`src/rtl/tfhe_pkg.sv`:
```
// Shared types and helpers for the TFHE sample-extract stream block.
// Holds the frame FSM state encoding and the modular negate helper.
package tfhe_pkg;

    typedef enum logic [1:0] {
        ST_IDLE,
        ST_MASK,
        ST_BODY,
        ST_DRAIN
    } se_state_e;

    // Two's-complement negation; callers truncate to their coefficient
    // width, which yields negation mod 2^width (0 stays 0).
    function automatic logic [63:0] neg_mod(input logic [63:0] v);
        return (~v) + 64'd1;
    endfunction

endpackage

```
`src/rtl/se_out_reg.sv`:
```
// Single-entry valid/ready output register for the sample-extract stream.
// Ports: load_* from the extract logic, can_load_out back-pressure,
// valid_out/data_out/addr_out held stable until ready_in.
module se_out_reg #(
    parameter int W  = 32,
    parameter int AW = 11
) (
    input  logic          clk_in,
    input  logic          rst_in,
    input  logic          load_valid_in,
    input  logic [W-1:0]  load_data_in,
    input  logic [AW-1:0] load_addr_in,
    output logic          can_load_out,
    input  logic          ready_in,
    output logic          valid_out,
    output logic [W-1:0]  data_out,
    output logic [AW-1:0] addr_out
);

    logic          valid_q, valid_d;
    logic [W-1:0]  data_q, data_d;
    logic [AW-1:0] addr_q, addr_d;

    assign can_load_out = !valid_q || ready_in;

    always_comb begin
        valid_d = valid_q;
        data_d  = data_q;
        addr_d  = addr_q;
        if (can_load_out) begin
            valid_d = load_valid_in;
            if (load_valid_in) begin
                data_d = load_data_in;
                addr_d = load_addr_in;
            end
        end
    end

    always_ff @(posedge clk_in or posedge rst_in) begin
        if (rst_in) begin
            valid_q <= 1'b0;
            data_q  <= '0;
            addr_q  <= '0;
        end else begin
            valid_q <= valid_d;
            data_q  <= data_d;
            addr_q  <= addr_d;
        end
    end

    assign valid_out = valid_q;
    assign data_out  = data_q;
    assign addr_out  = addr_q;

endmodule

```
`src/rtl/sample_extract_stream.sv`:
```
// Streaming GLWE-to-LWE sample extraction at index h.
// Ports: start_in/h_in begin a frame, value_in/valid_in/ready_out input
// stream, data_out/addr_out/valid_out/ready_in output stream, busy/done.
module sample_extract_stream
    import tfhe_pkg::*;
#(
    parameter int K_PARAM    = 1,
    parameter int N_PARAM    = 1024,
    parameter int VALUE_SIZE = 32,
    parameter int ADDR_W     = $clog2(K_PARAM*N_PARAM+1)
) (
    input  logic                       clk_in,
    input  logic                       rst_in,
    input  logic                       start_in,
    input  logic [$clog2(N_PARAM)-1:0] h_in,
    input  logic [VALUE_SIZE-1:0]      value_in,
    input  logic                       valid_in,
    output logic                       ready_out,
    output logic [VALUE_SIZE-1:0]      data_out,
    output logic [ADDR_W-1:0]          addr_out,
    output logic                       valid_out,
    input  logic                       ready_in,
    output logic                       busy_out,
    output logic                       done_out
);

    localparam int LN = $clog2(N_PARAM);
    localparam int IW = (K_PARAM > 1) ? $clog2(K_PARAM) : 1;
    localparam logic [ADDR_W-1:0] BODY_ADDR = ADDR_W'(K_PARAM*N_PARAM);
    localparam logic [LN-1:0] M_LAST = LN'(N_PARAM-1);
    localparam logic [IW-1:0] I_LAST = IW'(K_PARAM-1);

    se_state_e state_q, state_d;
    logic [IW-1:0] i_q, i_d;
    logic [LN-1:0] m_q, m_d;
    logic [LN-1:0] h_q, h_d;

    logic                  can_load;
    logic                  accept;
    logic                  emit;
    logic [VALUE_SIZE-1:0] emit_data;
    logic [ADDR_W-1:0]     emit_addr;
    logic [LN-1:0]         off;
    logic [ADDR_W-1:0]     mask_addr;
    logic                  done;

    assign ready_out = ((state_q == ST_MASK) || (state_q == ST_BODY))
                       && can_load;
    assign accept    = valid_in && ready_out;

    // (h - m) mod N covers both the m <= h and the wrapped m > h case.
    assign off       = h_q - m_q;
    assign mask_addr = ADDR_W'(i_q) * ADDR_W'(N_PARAM) + ADDR_W'(off);

    always_comb begin
        state_d   = state_q;
        i_d       = i_q;
        m_d       = m_q;
        h_d       = h_q;
        emit      = 1'b0;
        emit_data = value_in;
        emit_addr = '0;
        done      = 1'b0;
        unique case (state_q)
            ST_IDLE: begin
                if (start_in) begin
                    state_d = ST_MASK;
                    i_d     = '0;
                    m_d     = '0;
                    h_d     = h_in;
                end
            end
            ST_MASK: begin
                if (accept) begin
                    emit      = 1'b1;
                    emit_addr = mask_addr;
                    if (m_q > h_q) begin
                        emit_data = VALUE_SIZE'(neg_mod(64'(value_in)));
                    end
                    if (m_q == M_LAST) begin
                        m_d = '0;
                        if (i_q == I_LAST) begin
                            i_d     = '0;
                            state_d = ST_BODY;
                        end else begin
                            i_d = i_q + IW'(1);
                        end
                    end else begin
                        m_d = m_q + LN'(1);
                    end
                end
            end
            ST_BODY: begin
                if (accept) begin
                    emit      = (m_q == h_q);
                    emit_addr = BODY_ADDR;
                    if (m_q == M_LAST) begin
                        m_d     = '0;
                        state_d = ST_DRAIN;
                    end else begin
                        m_d = m_q + LN'(1);
                    end
                end
            end
            ST_DRAIN: begin
                if (can_load) begin
                    state_d = ST_IDLE;
                    done    = 1'b1;
                end
            end
            default: state_d = ST_IDLE;
        endcase
    end

    always_ff @(posedge clk_in or posedge rst_in) begin
        if (rst_in) begin
            state_q <= ST_IDLE;
            i_q     <= '0;
            m_q     <= '0;
            h_q     <= '0;
        end else begin
            state_q <= state_d;
            i_q     <= i_d;
            m_q     <= m_d;
            h_q     <= h_d;
        end
    end

    se_out_reg #(
        .W  (VALUE_SIZE),
        .AW (ADDR_W)
    ) u_out (
        .clk_in        (clk_in),
        .rst_in        (rst_in),
        .load_valid_in (emit),
        .load_data_in  (emit_data),
        .load_addr_in  (emit_addr),
        .can_load_out  (can_load),
        .ready_in      (ready_in),
        .valid_out     (valid_out),
        .data_out      (data_out),
        .addr_out      (addr_out)
    );

    assign busy_out = (state_q != ST_IDLE);
    assign done_out = done;

endmodule

```
`config.mk`:
```
export PLATFORM = sky130hd
export DESIGN_NAME = sample_extract_stream
export DESIGN_NICKNAME = d
export VERILOG_FILES = /design/src/rtl/tfhe_pkg.sv /design/src/rtl/se_out_reg.sv /design/src/rtl/sample_extract_stream.sv
export SDC_FILE = /design/constraint.sdc
export NUM_CORES = 1
export LEC_CHECK = 0
export ABC_CLOCK_PERIOD_IN_PS = 2570
export CAP_MARGIN = 20
export CORE_ASPECT_RATIO = 1.5
export CORE_UTILIZATION = 50
export DETAILED_ROUTE_END_ITERATION = 7
export HOLD_SLACK_MARGIN = 0.1
export PLACE_DENSITY = 0.8
export SYNTH_ARGS = -nofsm -noshare
export SYNTH_HDL_FRONTEND = slang
export SYNTH_SLANG_ARGS = --single-unit
```
`constraint.sdc`:
```
create_clock -name clk_in -period 2.57 [get_ports clk_in]
set_input_delay 0.257 -clock clk_in [delete_from_list [all_inputs] [get_ports clk_in]]
set_output_delay 0.257 -clock clk_in [all_outputs]
set_load 0.03 [all_outputs]
```
## Yosys cells after proc, flatten, opt, wreduce, memory -nomap -nowiden

Cells that the tools add are included.

- Register bits: 67
- Input port bits: 47

- Eq/ne operators: 13
- Reduce and logical (&&, ||, !) cells: 15
- Mux-type cells: 28
- Bitwise gates (word level): 1
- $add $sub $neg: 5
- Order comparisons: 1

Operators by type and width:

| cell | count |
|---|---|
| 32-bit two-way mux | 3 |
| 32-bit by 1-bit adder with 32-bit output, second input constant | 1 |
| 32-bit NOT | 1 |
| 10-bit two-way mux | 3 |
| 11-bit two-way mux | 2 |
| 11-bit case mux with 2 select lines | 1 |
| 10-bit case mux with 2 select lines | 1 |
| 2-bit two-way mux | 7 |
| 11-bit by 10-bit adder with 11-bit output | 1 |
| 10-bit by 1-bit adder with 10-bit output, second input constant | 1 |
| 10-bit equality test | 1 |
| 10-bit equality test, second input constant | 1 |
| 10-bit greater-than comparator | 1 |
| 2-bit != test, second input constant | 5 |
| 10-bit subtractor | 1 |
| 1-bit two-way mux | 8 |
| 2-bit case mux with 4 select lines | 1 |
| 7-bit AND reduction | 1 |
| 2-bit by 1-bit != test with 1-bit output, second input constant | 3 |
| 2-bit nonzero test | 3 |
| 2-bit equality test, second input constant | 2 |
| 1-bit case mux with 2 select lines | 2 |
| 2-bit AND reduction | 2 |
| 4-bit AND reduction | 1 |
| other kinds (8) | 10 |

## Longest topological paths before layout

Gate-level depths: netlist (run 1).

- Word-level depth: 7
- Depth in mapped cells: 10
- Depth with buffers taken out: 9

## Modules after synthesis

Synthesis (run 1) repeated with hierarchy kept, for this count alone.

- Cell total of the unflattened synthesis: 359
- Area total of the unflattened synthesis: 4,013.8 um2

Modules (own cells, without submodules):

| module | sequential area each (um2) | area an instance (um2) | times used | cells an instance |
|---|---|---|---|---|
| sample_extract_stream | 550.5 | 2,198.4 | 1 | 264 |
| se_out_reg | 1,101.1 | 1,815.5 | 1 | 95 |

## Worst setup path after synthesis (run 1)

OpenSTA, ideal clock, no wires.

- Path kind: register to register
- From: reg m_q[2]
- To: reg u_out.data_q[7] (netlist: u_out.data_out[7])
- Cell stages (with the launch flop): 9
- Setup time: 129 ps
- Slack: 305 ps
- Arrival: 2,136 ps
- Period minus slack after synthesis: 2,265 ps
- Cell sequence: dfrtp_1 -> inv_1 -> ha_1 -> nor2b_1 -> o31a_4 -> o31a_4 -> or3_1 -> xor2_1 -> o21ai_1

- Word-level cells in the longest chain between the ends: 4
- Elaborated cells on any way between the ends: 8
- Classes of those cells: order compare (1); eq/ne (1); mux (5); reduce/logical (1)

Ends and longest elaborated chain:

| what | RTL line | source |
|---|---|---|
| from (decl) | sample_extract_stream.sv:35 | `logic [LN-1:0] m_q, m_d;` |
| from (signal assigned) | sample_extract_stream.sv:124 | `m_q <= m_d;` |
| 10-bit greater-than comparator / 10-bit equality test (equally long branches) | sample_extract_stream.sv:77, sample_extract_stream.sv:95 |  |
| 32-bit two-way mux / 1-bit two-way mux (equally long branches) | sample_extract_stream.sv:77, sample_extract_stream.sv:94 |  |
| 32-bit two-way mux / 1-bit case mux with 2 select lines (equally long branches) | sample_extract_stream.sv:74, sample_extract_stream.sv:64 |  |
| 32-bit two-way mux / 2-bit AND reduction (equally long branches) | - |  |
| to (signal assigned) | se_out_reg.sv:46 | `data_q <= data_d;` |
| to (decl) | se_out_reg.sv:21 | `logic [W-1:0] data_q, data_d;` |

Parallel ways exist; a longest one is shown, timed or not.
A chain may end at the register's enable or synchronous reset.

## Final worst setup path (run 1)

Ends and elaborated chain as after synthesis.

==> results.txt, run 1 <==
The flow ran to the end, and the final reports show no timing, DRC or antenna violations. The CTS root buffer was clkbuf_16. The placer's final routability congestion estimate came out at 0.907. Count of buffers inserted at the top-level ports: 93. The relative area change from synthesis to final layout came out at 38.7%.

The number of cells on the worst reg-to-reg path is 9. The overall via count from detail_route was 3643; the area fraction in and, or, nand and nor cells after synthesis was 18.4%. For this design the static power due to leakage is 2.33 nW. The later pin in the worst-skew pair is clocked with a latency of 0.34 ns. The startpoint identified for the worst register-to-register timing path is m_q[2]. The tools report the number of antenna violations at the first check in global routing as 0. The initial DRC count was 209. The die extent in y was 111 um; the xor/xnor share of the synthesized area was 7.53%. The synthesized netlist devotes 18.8% of its cell area to compound gates. TritonCTS built the clock tree.

The tools report the total of max-cap violations as 0. The tools report the number of distinct library cells after synthesis as 58. TritonCTS created 9 clock buffers. The remaining antenna violation count after routing was 0; the count of pins over their slew limit was 0. Global routing finished with a remaining overflow of 0. The number of nets handed over by synthesis was 486. In this run, synthesis inferred 0 flip-flops with an integrated enable. The fraction of layout instances using a drive strength above 1 came out at 13.4%. The dominant register cell in the synthesized netlist is dfrtp_1. The transition at the pin with the smallest max-transition slack works out to 0.716 ns. The worst setup path is captured at a flop. In this run the tightest slew margin relative to its limit is 51.8%. Combinational logic is responsible for 33.8% of the overall power.

The instance count after placement with tap cells included was 617; the share of the synthesized area in the top cell type was 41.8%. By area the synthesized netlist is led by dfrtp_1, o21ai_0, xor2_1, ha_1, nand2_1. The die boundary width was 74.6 um; the clock-pin slew on the worst setup and hold paths was 0.06 ns. The run gives 10.6 mm as the overall routed net length. The final worst-path cycle share works out to 97.9%. The critical path in this run is classified as flop to flop. For the data arrival at the endpoint of the critical path, the log shows 2.77 ns. IR analysis of the VDD net gives a maximum drop of 573 uV.

The placeable core region is 7610 um^2, and the total clock sinks is 66. For the finished layout, the period the worst path requires is 2.52 ns. Entering global routing, the biggest net connects 41 pins. The level count of the clock H-tree is 3, and the number of setup violations in the final report is 0.

The ratio of total power to cell area was 716 nW/um^2. The run gives 0.05 ns as the reg2reg setup slack. The worst setup path is launched from a flop.

After layout, the worst setup slack is 0.0540 ns. In the routed layout, each cell is associated on average with a via count of 5.71. For the floorplan row count, the log shows 39. The min-delay analysis places its worst path in the category input port to asynchronous set/reset pin. Post-detailed-route DRC marker count: 0. Combinational family with the most area after synthesis: compound AO/OA/AOI/OAI gates. Average wire per standard cell: 16.6 um.

In this run switching power makes up 33.8% of total power. Between clock sinks in the finished design, the worst skew comes to 0.00559 ns. Summed over all nets, the half-perimeter wirelength after detailed placement is 7.62 mm.

The highest net fanout along the worst path is 5. Synthesis handed over a netlist of 422 instances. The logs give 2.83 ns for the required time of the worst setup path and 0.305 ns for the smallest hold slack.

Hold violation total from the final report: 0. Internal power comes to 2.60 mW. 0 antenna diodes ended up in the layout.

For this run, the number of standard cells in the final layout without fillers is 638. For this design the total switching power over the nets is 1.33 mW. dfrtp_1 takes more of the synthesized area than any other cell.

Prior to clock tree synthesis, the placed netlist has a worst setup slack of -0.188 ns. The run gives 94 as the number of top-level design ports. The adder-cell area share of the yosys netlist works out to 5.57%. Setup repair after global routing could not meet its margin everywhere.

The first TritonRoute pass finished after 5 iterations. The share of cell area taken by muxes after synthesis came out at 3.96%. For this run, the register share of the synthesized area comes to 41.8%. The number of buffers on the longest clock path was 2. Timing would allow up to 397 MHz. The first global-routing pass estimated 17.1 mm of wire. The tools report the post-synthesis cell area as 3950 um^2.

The number of register bits inferred by synthesis is 66. Global routing consumed, over all layers together, 27.2% of the routing resources. The relative contribution of sequential cells to total power is 34.1%, and the proportion of synthesized flip-flops having asynchronous set or reset is 100%.

The tools report the clock share of power as 32.0%. The die covers 8270 um^2. A synthesized cell averages 9.37 um^2.

The run gives 3563 as the via count of the first global-routing pass. The run gives 0 as the number of buffers inserted for hold repair after clock tree synthesis. The filler cells instantiated in the layout total 585. The count of warnings emitted by yosys was 0. The capture point of the worst reg-to-reg path is u_out.data_out[7]. The net count of the finished layout is 595. For this configuration, the core starts out at a cell density of 51.9%.
worst max-delay path by stage:
stage                      start           endpoint  slack (ns)  cells past startpoint
final                     m_q[2]  u_out.data_out[7]        0.05                      9
after detailed placement  h_q[0]  u_out.data_out[3]       -0.19                      9
after global placement    h_q[0]  u_out.data_out[6]       -0.05                      9
after floorplan           m_q[2]  u_out.data_out[7]        0.30                      8
after CTS                 h_q[0]  u_out.data_out[7]        0.03                     10
after global routing      h_q[0]  u_out.data_out[7]       -0.01                     10
power groups by stage:
stage / Combinational, mW / Sequential [mW] / Clock [mW]
floorplan: 0.451 / 1.63 / 0
global placement: 1.27 / 1.35 / 0
detailed placement: 1.30 / 1.35 / 0
CTS: 1.31 / 1.34 / 1.27
global route: 1.43 / 1.36 / 1.31
finish: 1.33 / 1.34 / 1.26
cells in the final DEF, fill, tap and decap left out, drive strengths merged, types with 5 or more instances in the layout:
master	count
a21o	6
a21oi	8
a22o	5
buf	19
clkbuf	11
clkdlybuf4s50	93
dfrtp	66
ha	16
inv	24
mux2	13
nand2	51
nand3	20
nand4	6
nor2	19
nor3	11
o211ai	6
o21ai	54
o311ai	6
or3	6
xnor2	9
xor2	25
per-layer routing:
metal	part of all wire [%]	wire length, um	global-route usage [%]	vias to the layer above
met5	0	0	0	-
met1	38	3990	31.4	1727
li1	-	-	-	1736
met3	6.2	661	7.73	32
met4	3.4	359	10.6	0
met2	53	5570	46.2	148
worst max-delay path, stage by stage (launching register included):
cell and delay [ns]:
dfrtp_1 0.35, inv_1 0.07, ha_1 0.31, nor2b_1 0.16, o31a_4 0.32, buf_4 0.17, o31a_4 0.36, or3_1 0.40
xor2_1 0.16, o21ai_1 0.14
sequential cells by signal (all words and copies together) (netlist names):
register	flops
u_out.addr_out	11
h_q	10
u_out.data_out	32
m_q	10
u_out.valid_out	1
state_q	2
Yosys cell counts, types with 4 or more instances:
cell type  count
a21o_1         6
a21oi_1        8
a22o_1         5
and2_1         4
buf_2          5
clkbuf_1      10
dfrtp_1       66
ha_1          16
inv_1         24
mux2_2        13
nand2_1       50
nand3_1       20
nand4_1        6
nor2_1        17
nor2b_1        4
nor3_1        10
o211ai_1       4
o21ai_0       46
o21ai_1        8
or3_1          6
xnor2_1        9
xor2_1        25
cells by family after synthesis:
logic type                 after synthesis
AOI/OAI and AO/OA                      109
adders and majority gates               17
DFF                                     66
buffers and inverters                   40
muxes                                   14
and+or+nand+nor                        142
xor gates and xnor gates                34
stage by stage:
stage / power [mW] / TNS, ns / cell area (um^2) / utilization, %
after floorplan: 2.08 / 0 / 3950 / -
after global placement: 2.61 / -0.135 / 5100 / 67.0
after detailed placement: 2.65 / -0.797 / 5100 / 67.0
after CTS: 3.92 / 0 / 5430 / 71.3
after global routing: 4.10 / -0.0103 / 5480 / 72.0
final: 3.93 / 0 / 5480 / 72.0
final cells by class:
type                       count  area [um^2]  area share, %
clock inverter                 5         52.6          0.958
clock buffer                  11          253           4.61
sequential                    66         1650           30.1
inverter                      24         90.1           1.64
tap                          102          128           2.33
multi-input combinational    318         2210           40.3
timing repair buffer         112         1100           20.0
timing repair:
action	CTS	global route
cloned	1	1
setup endpoints to repair	17	15
setup buffers	0	3
hold endpoints to repair	0	0
gates resized for setup	1	5
pin swaps	1	3
Note: power is estimated with default switching activity, not from simulation.
==> run 2, diff against run 1 <==
--- a/config.mk
+++ b/config.mk
@@ -8,8 +8,9 @@
 export ABC_CLOCK_PERIOD_IN_PS = 2570
 export CAP_MARGIN = 20
 export CORE_ASPECT_RATIO = 1.5
-export CORE_UTILIZATION = 50
+export CORE_UTILIZATION = 64
 export DETAILED_ROUTE_END_ITERATION = 7
+export DONT_BUFFER_PORTS = 1
 export HOLD_SLACK_MARGIN = 0.1
 export PLACE_DENSITY = 0.8
 export SYNTH_ARGS = -nofsm -noshare
==> results.txt, run 2 (synthesis results as in run 1) <==
The run finished with clean final reports. The relative area change from synthesis to final layout came out at 16.5%. Setup violations remaining at the end of the flow were counted as 0. The fraction of layout instances using a drive strength above 1 came out at 13.5%. The routed layout has 3368 vias. The tools report the clock tree skew after final layout as 0.00952 ns. At the placement stage, the worst setup path has a slack of -0.122 ns. For the number of antenna violations at the first check in global routing, the log shows 0. Entering global routing, the biggest net connects 49 pins. The ratio of total power to cell area is 716 nW/um^2, and the normalized max-slew margin is 53.5%.

For this run, the slowest stage of the critical path takes 0.43 ns. STA classifies the critical path startpoint as a flop. The critical path goes through ha_1 -> fa_1 -> nor2b_1 -> o31a_4 -> o211ai_1 -> a21oi_1 -> o21ai_0 -> a32o_1. The worst register-to-register path has a depth of 8. The slowest cell on the critical path was dfrtp_1. The tools report the initial DRC count as 252. TritonCTS built the clock tree. In the routed layout, each cell is associated on average with a via count of 6.34. Setup repair after global routing left no endpoint under its margin. The endpoint kind of the worst setup timing path is a flop.

The area enclosed by the die boundary came out at 6500 um^2. The logs give 409 MHz for the highest achievable clock rate and 33.5% for the total routing usage reported by global routing. Fill cells in the final layout number 404. The flip-flop count of the largest register after layout was 32; the half-perimeter wire length after placement was 6.91 mm. The worst path in the final design needs a cycle of 2.44 ns, including I/O delays and setup. For the via count of the first global-routing pass, the log shows 3500.

Leaving out fill and tap cells, the most frequent cell in the layout is dfrtp_1. The first-pass GRT wire length was 16.6 mm; the post-detailed-route DRC marker count was 0. The first-pass iteration count of the detailed router is 5, and the final design utilization is 78.4%.

Pin placement for this block handled 94 I/O pins. The logs give 0.871 for the placer's final routability congestion estimate and 5870 um^2 for the placeable core region. Along the worst hold path, the cell count comes to 2. Buffers placed on the I/O ports in this run total 0. The transition at the pin with the smallest max-transition slack was 0.697 ns; the level count of the clock H-tree was 3. The tools report the clock insertion delay at the later pin of the skew report as 0.34 ns. For the floorplan row count, the log shows 34. The cell sitting at the root of the clock tree is a clkbuf_8. For the hold violation total from the final report, the log shows 0. The tools report the total power draw as 3.30 mW. The run gives 67.3% as the starting density of the core. VDD sags by at most 500 uV. In the final design database the tool counted 518 nets. In this run the worst path has a maximum fanout of 6. Dividing the detail-routed wire length by the instance count gives 18.9 um.

The die is 66.2 um wide. The run gives 0 as the number of diodes added for antenna fixing. By startpoint and endpoint, the worst setup path is classified as flop to flop.

The logs give 9 for the CTS buffer count and 2.67 ns for the data arrival at the endpoint of the critical path. The number of buffers on the longest clock path is 2, and the clock-pin slew on the worst setup and hold paths is 0.08 ns. The total clock sinks was 66. Summed over all layers, the global routing overflow is 0. Summed over all cells, the static leakage comes to 2.01 nW. Setup slack closes at 0.128 ns. Wires add up to 10.0 mm.

The tool flagged a number of max-cap violations equal to 0. The detail route stage leaves a number of antenna-violating nets equal to 0. The worst hold-check path type is input port to flop. The count of pins over their slew limit was 0. Data on the critical path is required at its endpoint by 2.79 ns. In the layout the commonest cells are dfrtp_1, nand2_1, o21ai_0. From bottom edge to top edge, the die measures 98.3 um. The worst path uses 95.0% of the clock period.
## run 2: worst max-delay path: cells and delay by family (launching register included)
family | cells | cell delay (ns)
AND/OR/NAND/NOR | 1 | 0.23
flip-flops | 1 | 0.43
AO/OA/AOI/OAI | 5 | 1.01
adder cells (fa/ha/maj) | 2 | 0.66
## run 2: per-stage QoR
step                      instances  hold slack, ns  cell area, um^2  setup TNS [ns]
after floorplan                 422           0.408             3950               0
after global placement          489           0.281             4110          -0.133
after detailed placement        489           0.285             4110          -0.361
after CTS                       528           0.103             4580               0
after global routing            531           0.111             4600               0
final                           531           0.116             4600               0
## run 2: area by class of cell
class	count	area (um^2)	share of cell area, %
tap	72	90.1	1.96
multi-input combinational	317	2180	47.3
clock inverter	4	73.8	1.60
inverter	24	90.1	1.96
sequential	66	1650	35.9
timing repair buffer	36	363	7.88
clock buffer	12	155	3.37
## run 2: where the power goes
| group | internal [mW] | switching [mW] | total [mW] |
|---|---|---|---|
| Clock | 0.600 | 0.394 | 0.994 |
| Combinational | 0.285 | 0.358 | 0.643 |
| Sequential | 1.21 | 0.446 | 1.66 |
## run 2: routing by layer
metal  track usage (%)  vias to the layer above  part of all wire [%]
li1                  -                     1570                     -
met1              37.4                     1625                    36
met2              57.6                      147                    55
met3              8.76                       26                   5.9
met4              16.2                        0                   2.8
met5                 0                        -                     0
## run 2: what timing repair did
item,CTS,global route
endpoints found under the setup margin,16,11
hold endpoints to repair,52,0
setup buffers,0,3
resized for setup,1,1
pin swaps,1,1
gates cloned,1,0
hold buffers,22,0
## run 2: worst paths after layout
| check | start | to | slack [ns] |
|---|---|---|---|
| setup / recovery | m_q[0] | u_out.addr_out[8] | 0.13 |
| hold / removal | value_in[12] | u_out.data_out[12] | 0.12 |
| setup reg to reg | m_q[0] | u_out.addr_out[8] | 0.13 |
| hold reg to reg | m_q[8] | m_q[8] | 0.53 |
| max in group asynchronous | rst_in | u_out.data_out[3] | 1.45 |
| min in group asynchronous | rst_in | m_q[0] | 0.49 |
